--- config.mk ---
export PLATFORM = sky130hd
export DESIGN_NAME = vga_timing_gen
export DESIGN_NICKNAME = d
export VERILOG_FILES = /design/src/rtl/vga_pkg.sv /design/src/rtl/vga_axis_counter.sv /design/src/rtl/vga_timing_gen.sv
export SDC_FILE = /design/constraint.sdc
export NUM_CORES = 1
export LEC_CHECK = 0
export ABC_AREA = 1
export BUFFER_PORTS_ARGS = -buffer_cell sky130_fd_sc_hd__buf_2
export CAP_MARGIN = 20
export CORE_MARGIN = 3
export CORE_UTILIZATION = 56
export DETAILED_ROUTE_END_ITERATION = 8
export GPL_TIMING_DRIVEN = 0
export PLACE_DENSITY = 0.83
export SKIP_CTS_REPAIR_TIMING = 1
export SYNTH_ARGS = -nofsm -noshare
export SYNTH_HDL_FRONTEND = slang
export SYNTH_SLANG_ARGS = --single-unit
--- constraint.sdc ---
create_clock -name clk -period 1.6 [get_ports clk]
set_input_delay 0.32 -clock clk [delete_from_list [all_inputs] [get_ports clk]]
set_output_delay 0.32 -clock clk [all_outputs]
set_load 0.01 [all_outputs]
--- src/rtl/vga_pkg.sv ---
// Shared raster timing types, standard video modes and helpers for vga_timing_gen.
package vga_pkg;

    typedef struct packed {
        int unsigned active;
        int unsigned fp;
        int unsigned sync;
        int unsigned bp;
    } axis_timing_t;

    typedef struct packed {
        logic de;
        logic hs;
        logic vs;
    } sync_t;

    localparam axis_timing_t VGA_640X480_60_H = '{active: 640, fp: 16, sync: 96, bp: 48};
    localparam axis_timing_t VGA_640X480_60_V = '{active: 480, fp: 10, sync: 2, bp: 33};
    localparam axis_timing_t VGA_800X600_72_H = '{active: 800, fp: 56, sync: 120, bp: 64};
    localparam axis_timing_t VGA_800X600_72_V = '{active: 600, fp: 37, sync: 6, bp: 23};

    function automatic int unsigned axis_total(input axis_timing_t t);
        return t.active + t.fp + t.sync + t.bp;
    endfunction

endpackage

--- src/rtl/vga_axis_counter.sv ---
// Wrapping position counter for one raster axis; tc_c flags the last count of the axis.
module vga_axis_counter #(
    parameter int unsigned TOTAL = 800,
    parameter int unsigned W     = $clog2(TOTAL)
) (
    input  logic         clk,
    input  logic         rst,
    input  logic         clr,
    input  logic         en,
    output logic [W-1:0] cnt,
    output logic         tc_c
);

    localparam logic [W-1:0] LAST = W'(TOTAL - 1);

    assign tc_c = (cnt == LAST);

    always_ff @(posedge clk or posedge rst) begin
        if (rst) begin
            cnt <= '0;
        end else if (clr) begin
            cnt <= '0;
        end else if (en) begin
            cnt <= tc_c ? '0 : cnt + W'(1);
        end
    end

endmodule

--- src/rtl/vga_timing_gen.sv ---
// Parametrised raster timing generator: pixel-tick divider, h/v counters, sync/DE decode
// with a pixel-tick aligned delay line, line/frame strobes and a completed-frame counter.
module vga_timing_gen
    import vga_pkg::*;
#(
    parameter int unsigned H_ACTIVE = VGA_640X480_60_H.active,
    parameter int unsigned H_FP     = VGA_640X480_60_H.fp,
    parameter int unsigned H_SYNC   = VGA_640X480_60_H.sync,
    parameter int unsigned H_BP     = VGA_640X480_60_H.bp,
    parameter int unsigned V_ACTIVE = VGA_640X480_60_V.active,
    parameter int unsigned V_FP     = VGA_640X480_60_V.fp,
    parameter int unsigned V_SYNC   = VGA_640X480_60_V.sync,
    parameter int unsigned V_BP     = VGA_640X480_60_V.bp,
    parameter bit          HS_POL   = 1'b0,
    parameter bit          VS_POL   = 1'b0,
    parameter int unsigned CLK_DIV  = 2,
    parameter int unsigned PIPE_DLY = 0,
    parameter int unsigned FRAME_W  = 16,
    localparam axis_timing_t H_TIMING = '{active: H_ACTIVE, fp: H_FP, sync: H_SYNC, bp: H_BP},
    localparam axis_timing_t V_TIMING = '{active: V_ACTIVE, fp: V_FP, sync: V_SYNC, bp: V_BP},
    localparam int unsigned  H_TOTAL  = axis_total(H_TIMING),
    localparam int unsigned  V_TOTAL  = axis_total(V_TIMING),
    localparam int unsigned  X_W      = $clog2(H_TOTAL),
    localparam int unsigned  Y_W      = $clog2(V_TOTAL)
) (
    input  logic               clk,
    input  logic               rst,
    input  logic               run,
    output logic               pix_en,
    output logic [X_W-1:0]     x,
    output logic [Y_W-1:0]     y,
    output logic               de,
    output logic               hs,
    output logic               vs,
    output logic               line_start,
    output logic               frame_start,
    output logic [FRAME_W-1:0] frame_cnt
);

    localparam int unsigned      DIV_W    = (CLK_DIV > 1) ? $clog2(CLK_DIV) : 1;
    localparam logic [DIV_W-1:0] DIV_LAST = DIV_W'(CLK_DIV - 1);
    localparam logic [X_W-1:0]   X_ACT    = X_W'(H_ACTIVE);
    localparam logic [X_W-1:0]   HS_START = X_W'(H_ACTIVE + H_FP);
    localparam logic [X_W-1:0]   HS_END   = X_W'(H_ACTIVE + H_FP + H_SYNC);
    localparam logic [Y_W-1:0]   Y_ACT    = Y_W'(V_ACTIVE);
    localparam logic [Y_W-1:0]   VS_START = Y_W'(V_ACTIVE + V_FP);
    localparam logic [Y_W-1:0]   VS_END   = Y_W'(V_ACTIVE + V_FP + V_SYNC);
    localparam sync_t            SYNC_IDLE = '{de: 1'b0, hs: ~HS_POL, vs: ~VS_POL};

    if (CLK_DIV < 1 || H_FP < 1 || H_SYNC < 1 || H_BP < 1 ||
        V_FP < 1 || V_SYNC < 1 || V_BP < 1 || PIPE_DLY > 15) begin : g_param_check
        $error("vga_timing_gen: illegal timing parameter set");
    end

    logic [DIV_W-1:0] div_cnt;
    logic             tick_c;
    logic             h_tc_c;
    logic             v_tc_c;
    logic             v_en_c;
    sync_t            raw_c;
    sync_t            pipe [0:PIPE_DLY];

    // One pixel tick every CLK_DIV clocks; the counters and strobes all move on this tick.
    assign tick_c = run && (div_cnt == DIV_LAST);
    assign v_en_c = tick_c && h_tc_c;

    vga_axis_counter #(
        .TOTAL (H_TOTAL),
        .W     (X_W)
    ) u_h_cnt (
        .clk  (clk),
        .rst  (rst),
        .clr  (~run),
        .en   (tick_c),
        .cnt  (x),
        .tc_c (h_tc_c)
    );

    vga_axis_counter #(
        .TOTAL (V_TOTAL),
        .W     (Y_W)
    ) u_v_cnt (
        .clk  (clk),
        .rst  (rst),
        .clr  (~run),
        .en   (v_en_c),
        .cnt  (y),
        .tc_c (v_tc_c)
    );

    always_ff @(posedge clk or posedge rst) begin
        if (rst) begin
            div_cnt     <= '0;
            pix_en      <= 1'b0;
            line_start  <= 1'b0;
            frame_start <= 1'b0;
            frame_cnt   <= '0;
        end else begin
            pix_en      <= tick_c;
            line_start  <= v_en_c;
            frame_start <= v_en_c && v_tc_c;
            if (!run || tick_c) begin
                div_cnt <= '0;
            end else begin
                div_cnt <= div_cnt + DIV_W'(1);
            end
            if (v_en_c && v_tc_c) begin
                frame_cnt <= frame_cnt + FRAME_W'(1);
            end
        end
    end

    always_comb begin
        raw_c    = SYNC_IDLE;
        raw_c.de = (x < X_ACT) && (y < Y_ACT);
        if (x >= HS_START && x < HS_END) begin
            raw_c.hs = HS_POL;
        end
        if (y >= VS_START && y < VS_END) begin
            raw_c.vs = VS_POL;
        end
    end

    // Stage 0 registers the decode; later stages step once per pixel so each adds one pixel of lag.
    always_ff @(posedge clk or posedge rst) begin
        if (rst) begin
            for (int i = 0; i <= int'(PIPE_DLY); i++) begin
                pipe[i] <= SYNC_IDLE;
            end
        end else if (!run) begin
            for (int i = 0; i <= int'(PIPE_DLY); i++) begin
                pipe[i] <= SYNC_IDLE;
            end
        end else begin
            pipe[0] <= raw_c;
            if (pix_en) begin
                for (int i = 1; i <= int'(PIPE_DLY); i++) begin
                    pipe[i] <= pipe[i-1];
                end
            end
        end
    end

    assign de = pipe[PIPE_DLY].de;
    assign hs = pipe[PIPE_DLY].hs;
    assign vs = pipe[PIPE_DLY].vs;

endmodule
==> results of run 1 <==
[flip-flops by register name (all words and copies together) (netlist names)]
signal / cells
div_cnt: 1
hs: 1
de: 1
vs: 1
u_h_cnt.cnt: 10
line_start: 1
frame_cnt: 16
u_v_cnt.cnt: 10
frame_start: 1
pix_en: 1
[Yosys cell counts (4+ instances only)]
master and count:
inv_2 6, nand4_1 17, nor2_1 29, nor2_2 4, inv_1 40, dfrtp_1 41
nand3_1 20, ha_1 5, nor2_4 4, o21ai_0 6, o21ai_1 5, nand2_1 145
xor2_1 7
[area by class of cell]
cell class,count,area (sq um)
repair buffers,49,258
inverters,46,173
plain buffers,4,42.5
fillers,374,1360
multi-input cells,266,1370
clock buffers,8,100
flip-flops and latches,43,1080
well taps,52,65.1
[per-layer routing]
metal	GRT usage, %	vias to the layer above	wire length, microns
met4	9.68	0	113
met5	0	-	0
met3	3.78	12	327
li1	-	1240	-
met2	39.7	82	2950
met1	28.9	1168	2640
[report_power, final]
group / total (mW) / internal, mW / switching, mW
registers: 1.10 / 1.09 / 0.00881
logic: 0.0825 / 0.0227 / 0.0597
clock network: 0.753 / 0.394 / 0.359
total: 1.94 / 1.51 / 0.428
[logic make-up (layout without fill, tap and decap cells)]
kind of cell	after synthesis	count (layout)	share of synthesized area [%]
buffers and inverters	50	107	8.24
xor gates and xnor gates	10	10	3.35
AOI/OAI and AO/OA	18	18	3.88
DFF	43	43	41.3
and+or+nand+nor	233	233	40.9
adders and majority gates	5	5	2.39
[stage by stage]
stage | setup slack (ns) | std cells | TNS [ns]
finish | 0.0962 | 468 | 0
global placement | -0.261 | 455 | -10.65
global route | -0.00890 | 468 | -0.0129
floorplan | 0.0637 | 359 | 0
detailed placement | -0.0467 | 455 | -0.298
CTS | -0.0688 | 463 | -0.604
[path summary, 6_finish.rpt]
check | startpoint | end | slack [ns]
worst max-delay path | u_h_cnt.cnt[0]$_DFFE_PP0P_ | frame_cnt[6]$_DFFE_PP0P_ | 0.1
worst min-delay path | rst | pix_en$_DFF_PP0_ | 0.21
worst max register to register | u_h_cnt.cnt[0]$_DFFE_PP0P_ | frame_cnt[6]$_DFFE_PP0P_ | 0.1
worst min register to register | div_cnt$_DFF_PP0_ | div_cnt$_DFF_PP0_ | 0.47
max in group asynchronous | rst | u_v_cnt.cnt[1]$_DFFE_PP0P_ | 0.79
min in group clk | run | line_start$_DFF_PP0_ | 0.42
[critical path: stages (launching register included)]
cell and delay (ns):
dfrtp_2 0.44, ha_4 0.18, nand2_4 0.07, nor2_4 0.12, nand4_4 0.15, inv_2 0.10
nand2_4 0.07, buf_6 0.15, nand2_1 0.05, nand2_1 0.05
[placed cells by master, fill, tap and decap left out]
| cell type | count |
|---|---|
| o21ai_1 | 5 |
| nor2_1 | 27 |
| nor3_1 | 3 |
| nor2_2 | 4 |
| inv_2 | 9 |
| buf_8 | 1 |
| nor2_4 | 6 |
| nor4_1 | 3 |
| o21ai_0 | 6 |
| buf_6 | 2 |
| nand3_1 | 19 |
| a21oi_1 | 2 |
| nand4_4 | 2 |
| dfstp_2 | 2 |
| xnor2_1 | 3 |
| nor2_8 | 1 |
| nand3_2 | 2 |
| buf_4 | 5 |
| nand2_4 | 3 |
| nand2_1 | 143 |
| xor2_1 | 7 |
| clkbuf_8 | 7 |
| dfrtp_2 | 2 |
| o2111ai_1 | 1 |
| ha_2 | 1 |
| ha_4 | 1 |
| o21bai_1 | 2 |
| nand2_2 | 3 |
| o22ai_1 | 2 |
| inv_1 | 37 |
| ha_1 | 3 |
| dfrtp_1 | 39 |
| nand4_1 | 17 |
| clkbuf_1 | 1 |
| buf_2 | 45 |
==> run metrics, run 1 <==
post-synth cell types=30; syn_nets=around 370; Post-Route WL=around 6.0 mm; 1st-iter DRT viols=~170; ys flop type=dfrtp_1; initial antenna violation count=0; largest net degree at the start of global routing=44; first-pass iteration count of the detailed router=7; H-tree Lvls=2; global-route wire length before repair=between 9 and 10 mm; GRT Total Usage=23.1%; Tcrit/Tclk final=between 90 and 100%; number of port buffers=44; ANT cells=0; critical path peak fanout=10; Via density=between 5 and 6; Crit Path Class=reg2reg; worst hold path type=in2async; die area=roughly 0.0055 sq mm; Max Clock Skew=between 0.006 and 0.007 ns; core box area=roughly 0.0044 sq mm; Layout area overhead=18.2%; post-placement cell area=between 0.002 and 0.003 sq mm; fin util=69.5%; detailed-route DRC error count=0; Final Hold Vio Count=0; Syn Inst Count=~360; Pwr Total=roughly 1.9 mW; CTS tree=built; finished layout cell area=0.00309 sq mm; sequential fraction of the synthesis area=between 40% and 50%; Initial Util=approximately 59%; clk sinks=43; R2R depth=9; HPWL after detailed placement=roughly 4.2 mm; Max IR drop VDD=~0.40 mV; Post-synth ARST share=100%; chip height=between 70 and 80 microns; fmax=between 600 and 700 MHz; # rows=24; yosys warns=0; share of layout cells above drive strength 1=23.1%; clock buffer depth=2; MaxCap Viol Count=0; WP data required=about 1.8 ns; die extent in x=roughly 74 microns; top cells by area, synth=dfrtp_1 (39%), nand2_1 (21%), inv_1 (5.7%); Tmin final=approximately 1.5 ns; Yosys top cell by area=dfrtp_1; final-stage net count=about 420; Antenna Nets Post-Route=0; outcome=finished, final reports clean; Pwr Density=between 600 and 700 mW/mm^2; Fin Hold WS=around 0.21 ns; Slew HR=approximately two fifths; Reg clk slew, reported paths=~0.080 ns; IO Count=45; Avg Inst Size Synth=about 7.3 sq um; fin. max-slew vios=0; number of synthesized flops with an enable pin=0; Netlist Area Pre-Place=0.00261 sq mm; Arr. time, crit path=~1.7 ns; global route overflow=0; Setup crit end kind=flop; via count=2502; P_leak=approximately 1.7 nW; Setup violations, final=0; FF+latch count, synth=43; worst skew pair latency=0.29 ns; worst-margin pin slew=between 0.8 and 0.9 ns; number of global-route vias before repair=~2300; routed len/inst=between 10 and 15 microns; Synth top area share=between 30% and 40%; CTS root buffer=clkbuf_8; Startpoint Class=flop; cts bufs inserted=5; routability cong.=~0.90
(Power assumes the default switching activity.)
==> run 2, diff against run 1 <==
Settings changed: RECOVER_POWER from default to 50.
==> run 2 against run 1 <==
Against the previous run:
- via count rose by 0.12%
- final cell count unchanged
- global-route usage is the same
- sequential share of layout area increased by 0.23 points
- hold slack got worse by 0.0024 ns
- count of clock-buffer cells in the layout unchanged
- clock power hardly changed
- die area stayed put
- routed wire length down 0.40%
- first-iteration DRC count fell by 1.7%
- cell area is 0.65% lower
- critical path type unchanged
- critical endpoint is now frame_cnt[7]$_DFFE_PP0P_
==> run metrics, run 2 (synthesis results as in run 1) <==
GRT Total Usage=23.1% (unchanged); Setup violations, final=0 (unchanged); final setup margin=0.0962 ns (about the same); clk sinks=43 (unchanged); Setup TNS Final=0 ns (unchanged); HPWL after detailed placement=4.21 mm (unchanged); 1st-iter DRT viols=171 (was 174); cts bufs inserted=5 (unchanged); Critical-path top delay cell=dfrtp_2 (unchanged); Initial Util=58.8% (unchanged); first-pass iteration count of the detailed router=5 (was 7); Reg clk slew, reported paths=0.08 ns (about the same); final-stage net count=423 (unchanged); ANT cells=0 (unchanged); number of port buffers=44 (unchanged); chip height=74.3 microns (unchanged); Post-Route WL=6.00 mm (was 6.03 mm); clock buffer depth=2 (unchanged); Antenna Nets Post-Route=0 (unchanged); MaxCap Viol Count=0 (unchanged); global-route wire length before repair=9.99 mm (unchanged); Setup crit end kind=flop (unchanged); number of global-route vias before repair=2264 (unchanged); worst hold path type=in2async (unchanged); Layout area overhead=17.4% (was 18.2%); H-tree Lvls=2 (unchanged); global route overflow=0 (unchanged); via count=2505 (was 2502); IO Count=45 (unchanged); core box area=0.00444 sq mm (unchanged); initial antenna violation count=0 (unchanged); worst skew pair latency=0.29 ns (about the same); Max Clock Skew=0.00741 ns (was 0.00623 ns); CTS tree=built (unchanged); most frequent cells in the layout=nand2_1 (143), dfrtp_1 (39), inv_1 (37) (was nand2_1 (143), buf_2 (45), dfrtp_1 (39)); worst-margin pin slew=0.888 ns (was 0.885 ns); Via density=5.35 (about the same); routed len/inst=12.8 microns (was 12.9 microns); Critical Path Max Stage Delay=0.44 ns (about the same); CTS root buffer=clkbuf_8 (unchanged); Arr. time, crit path=1.69 ns (about the same); Top Registers=frame_cnt (16), u_h_cnt.cnt (10), u_v_cnt.cnt (10) (unchanged); Slew HR=40.7% (was 40.9%); fmax=665 MHz (about the same); fin util=69.0% (was 69.5%); Pwr Density=632 mW/mm^2 (was 628 mW/mm^2); Tcrit/Tclk final=94.0% (about the same); Fin Hold WS=0.206 ns (was 0.208 ns); die extent in x=74.3 microns (unchanged); detailed-route DRC error count=0 (unchanged); Startpoint Class=flop (unchanged); critical path peak fanout=10 (unchanged); crit path cell chain=ha_4 > nand2_4 > nor2_4 > nand4_4 > inv_2 > nand2_4 > buf_6 > nand2_1 > nand2_1 (unchanged); max FFs per register=16 (unchanged); Crit Path Class=reg2reg (unchanged); fin. max-slew vios=0 (unchanged); Tmin final=1.50 ns (about the same); largest net degree at the start of global routing=44 (unchanged); commonest non-fill, non-tap cell in the layout=nand2_1 (unchanged); WP data required=1.79 ns (was 1.78 ns); Max IR drop VDD=0.407 mV (was 0.402 mV); routability cong.=0.904 (unchanged); share of layout cells above drive strength 1=19.5% (was 23.1%); Final Hold Vio Count=0 (unchanged); Setup WS pre-CTS=-0.0467 ns (unchanged); outcome=finished, final reports clean (unchanged); P_leak=1.69 nW (was 1.75 nW); Most flops, register=frame_cnt (unchanged); die area=0.00552 sq mm (unchanged); # rows=24 (unchanged)
-- run 2: cell count changes in the layout (fill, tap and decap cells not counted) --
cell      change
nor2_1        +1
buf_2        -14
clkbuf_1     +14
nor2_2        -1
-- run 2: worst paths after layout --
check,slack (ns),start,depth (start not counted),to
setup / recovery,0.1,u_h_cnt.cnt[0]$_DFFE_PP0P_,9,frame_cnt[7]$_DFFE_PP0P_
hold / removal,0.21,rst,2,pix_en$_DFF_PP0_
setup reg to reg,0.1,u_h_cnt.cnt[0]$_DFFE_PP0P_,9,frame_cnt[7]$_DFFE_PP0P_
hold reg to reg,0.50,div_cnt$_DFF_PP0_,1,div_cnt$_DFF_PP0_
max in group asynchronous,0.78,rst,2,u_v_cnt.cnt[1]$_DFFE_PP0P_
min in group clk,0.42,run,3,line_start$_DFF_PP0_
-- run 2: layer usage --
metal	part of all wire [%]	GRT usage, %	vias up
met3	4.9	3.78	8
met4	1.3	9.68	0
met2	49	39.7	72
li1	-	-	1243
met1	44	28.9	1182
met5	0	0	-
-- run 2: critical path: cells and delay by family (launching register included) --
family / cells / cell delay (ns)
adder cells (fa/ha/maj): 1 / 0.17
buffers and inverters: 2 / 0.25
flip-flops: 1 / 0.44
AND/OR/NAND/NOR: 6 / 0.52
-- run 2: layout make-up --
class / instances / area [sq um]
Buffer: 4 / 41.3
Tap cell: 52 / 65.1
Inverter: 46 / 173
Timing Repair Buffer: 49 / 241
Fill cell: 383 / 1380
Clock buffer: 8 / 100
Multi-Input combinational cell: 266 / 1370
Sequential cell: 43 / 1080
-- run 2: metrics by stage --
| step | std cells | power [mW] | instance area (sq um) |
|---|---|---|---|
| finish | 468 | 1.94 | 3070 |
| global placement | 455 | 1.19 | 2900 |
| global route | 468 | 2.02 | 3070 |
| CTS | 463 | 1.95 | 3000 |
| detailed placement | 455 | 1.20 | 2900 |
| floorplan | 359 | 1.17 | 2610 |
-- run 2: power by group --
part / leakage, nW / internal, mW / switching [mW] / total [mW]
Combinational: 1.05 / 0.0209 / 0.0595 / 0.0804
Clock: 0.0515 / 0.394 / 0.362 / 0.756
Sequential: 0.585 / 1.09 / 0.00855 / 1.10
Total: 1.69 / 1.51 / 0.430 / 1.94
==> run 3, diff against run 2 <==
Settings changed: CORE_ASPECT_RATIO from default to 1.4.
==> run 3 against run 2 <==
Against the previous run:
- final cell count is 2.6% higher
- non-clock buffer count is 4 higher
- largest cell class unchanged
- hold slack worse by 0.018 ns
- power is 0.51% lower
- critical path depth is 1 higher
- critical path type unchanged
- utilization is 1.5 points higher
- flip-flop and latch count stayed put
- count of clock-buffer cells in the layout is 2 lower
- critical endpoint is now frame_cnt[8]$_DFFE_PP0P_
- die area is 0.21% higher
- sequential power hardly changed
- cell area is 0.65% higher
- routed wire length is 4.9% higher
==> run metrics, run 3 (synthesis results as in run 1) <==
clock power share=38.1% (was 39.0%); fmax=655 MHz (was 665 MHz); HPWL after detailed placement=4.38 mm (was 4.21 mm); final-stage net count=427 (was 423); global-route wire length before repair=10.6 mm (was 9.99 mm); share of layout cells above drive strength 1=20.2% (was 19.5%); global route overflow=0 (unchanged); 1st-iter DRT viols=198 (was 171); die area=0.00553 sq mm (was 0.00552 sq mm); fin. max-slew vios=0 (unchanged); number of global-route vias before repair=2468 (was 2264); worst skew pair latency=0.30 ns (was 0.29 ns); Max IR drop VDD=0.633 mV (was 0.407 mV); Tmin final=1.53 ns (was 1.50 ns); Slew HR=42.2% (was 40.7%); setup slack, reg-to-reg=0.07 ns (was 0.1 ns); Pwr Total=1.93 mW (was 1.94 mW); fillers=376 (was 383); Max Clock Skew=0.00909 ns (was 0.00741 ns); # rows=28 (was 24); Top Registers=frame_cnt (16), u_h_cnt.cnt (10), u_v_cnt.cnt (10) (unchanged); r2r endpoint=frame_cnt[8]$_DFFE_PP0P_ (was frame_cnt[7]$_DFFE_PP0P_); Setup TNS Final=0 ns (unchanged); worst hold path type=in2async (unchanged); IO Count=45 (unchanged); top layer in use=met4 (unchanged); FF-to-FF Start=u_v_cnt.cnt[1]$_DFFE_PP0P_ (was u_h_cnt.cnt[0]$_DFFE_PP0P_); placed cells=463 (was 455); Via density=5.28 (was 5.35); P_leak=1.69 nW (about the same); CTS tree=built (unchanged); Crit Path Class=reg2reg (unchanged); Setup violations, final=0 (unchanged); clk sinks=43 (unchanged); met2 WL=3.35 mm (was 2.97 mm); commonest non-fill, non-tap cell in the layout=nand2_1 (unchanged); initial antenna violation count=0 (unchanged); critical path peak fanout=10 (unchanged); number of port buffers=44 (unchanged); first-pass iteration count of the detailed router=4 (was 5); finished layout cell area=0.00309 sq mm (was 0.00307 sq mm); most frequent cells in the layout=nand2_1 (144), dfrtp_1 (39), inv_1 (38) (was nand2_1 (143), dfrtp_1 (39), inv_1 (37)); Reg clk slew, reported paths=0.09 ns (was 0.08 ns); internal power=1.47 mW (was 1.51 mW); routed len/inst=13.1 microns (was 12.8 microns); post-placement cell area=0.00291 sq mm (was 0.00290 sq mm); R2R depth=10 (was 9); cts bufs inserted=5 (unchanged); clock buffer depth=2 (unchanged); Startpoint Class=flop (unchanged); net switching power=456 uW (was 430 uW); core box area=0.00438 sq mm (was 0.00444 sq mm); WP data required=1.80 ns (was 1.79 ns); outcome=finished, final reports clean (unchanged); worst-margin pin slew=0.866 ns (was 0.888 ns); MaxCap Viol Count=0 (unchanged); Sw Share=23.6% (was 22.2%); Antenna Nets Post-Route=0 (unchanged); max FFs per register=16 (unchanged); CTS root buffer=clkbuf_8 (unchanged); WL met3=303 microns (was 294 microns); die extent in x=63.7 microns (was 74.3 microns); final cell count without fillers=480 (was 468); GRT Total Usage=24.3% (was 23.1%); Setup crit end kind=flop (unchanged); Comb power frac=4.7% (was 4.1%); routability cong.=0.924 (was 0.904); Tcrit/Tclk final=95.3% (was 94.0%); Most flops, register=frame_cnt (unchanged); M1 WL=2.46 mm (was 2.66 mm); ANT cells=0 (unchanged); via count=2536 (was 2505); Post-Route WL=6.30 mm (was 6.00 mm); chip height=86.8 microns (was 74.3 microns); detailed-route DRC error count=0 (unchanged); Initial Util=59.7% (was 58.8%); sequential share of power=57.2% (was 56.9%); H-tree Lvls=2 (unchanged); Arr. time, crit path=1.72 ns (was 1.69 ns); Pwr Density=625 mW/mm^2 (was 632 mW/mm^2); Final Hold Vio Count=0 (unchanged); largest net degree at the start of global routing=44 (unchanged); Layout area overhead=18.2% (was 17.4%)
## run 3: cell types whose count changed in the layout (fill, tap and decap cells not counted), sizes merged
cell,delta
buf,+4
clkinv,+1
clkinvlp,+1
clkbuf,-2
## run 3: critical path, stage by stage (launching register included)
cell	delay (ns)
dfrtp_1	0.44
inv_2	0.08
ha_2	0.19
nand3_2	0.09
nor2_4	0.14
nand2_4	0.08
inv_2	0.08
nand2_4	0.08
buf_6	0.15
nand2_1	0.06
nand2_1	0.04
## run 3: final cells by class
class	count	area [sq um]	area share, %
well taps	60	75.1	2.43
repair buffers	53	270	8.76
multi-input cells	266	1350	43.6
inverters	46	173	5.59
flip-flops and latches	43	1080	35.0
clock inverters	2	16.3	0.527
plain buffers	4	42.5	1.38
clock buffers	6	82.6	2.68
## run 3: per-layer routing
metal	up-vias	global-route usage, %
met5	-	0
met4	0	13.9
met3	16	5.58
met2	81	43.8
met1	1184	25.7
li1	1255	-
## run 3: how the worst max path moves through the flow
stage                                     startpoint                    endpoint  depth (start not counted)
after floorplan           u_h_cnt.cnt[0]$_DFFE_PP0P_    frame_cnt[2]$_DFFE_PP0P_                          9
after global placement                           rst  u_v_cnt.cnt[2]$_DFFE_PP0P_                          2
after detailed placement  u_h_cnt.cnt[0]$_DFFE_PP0P_    frame_cnt[5]$_DFFE_PP0P_                          9
after CTS                 u_h_cnt.cnt[0]$_DFFE_PP0P_  u_h_cnt.cnt[8]$_DFFE_PP0P_                          8
after global routing      u_h_cnt.cnt[0]$_DFFE_PP0P_    frame_cnt[1]$_DFFE_PP0P_                          9
final                     u_v_cnt.cnt[1]$_DFFE_PP0P_    frame_cnt[8]$_DFFE_PP0P_                         10
## run 3: power by group through the flow
stage	combinational [mW]	clock (mW)	sequential, mW
2_1_floorplan	0.0443	0	1.13
3_3_place_gp	0.0716	0	1.12
3_5_place_dp	0.0723	0	1.12
4_1_cts	0.0731	0.757	1.10
5_1_grt	0.102	0.812	1.10
6_report	0.0909	0.736	1.10
## run 3: per-stage QoR
step	setup WS, ns	utilization, %	hold slack [ns]
3_3_place_gp	-0.277	66.4	0.458
2_1_floorplan	0.0637	-	0.440
6_report	0.0744	70.5	0.187
4_1_cts	-0.0942	68.7	0.221
5_1_grt	-0.0305	70.5	0.264
3_5_place_dp	-0.0313	66.4	0.464
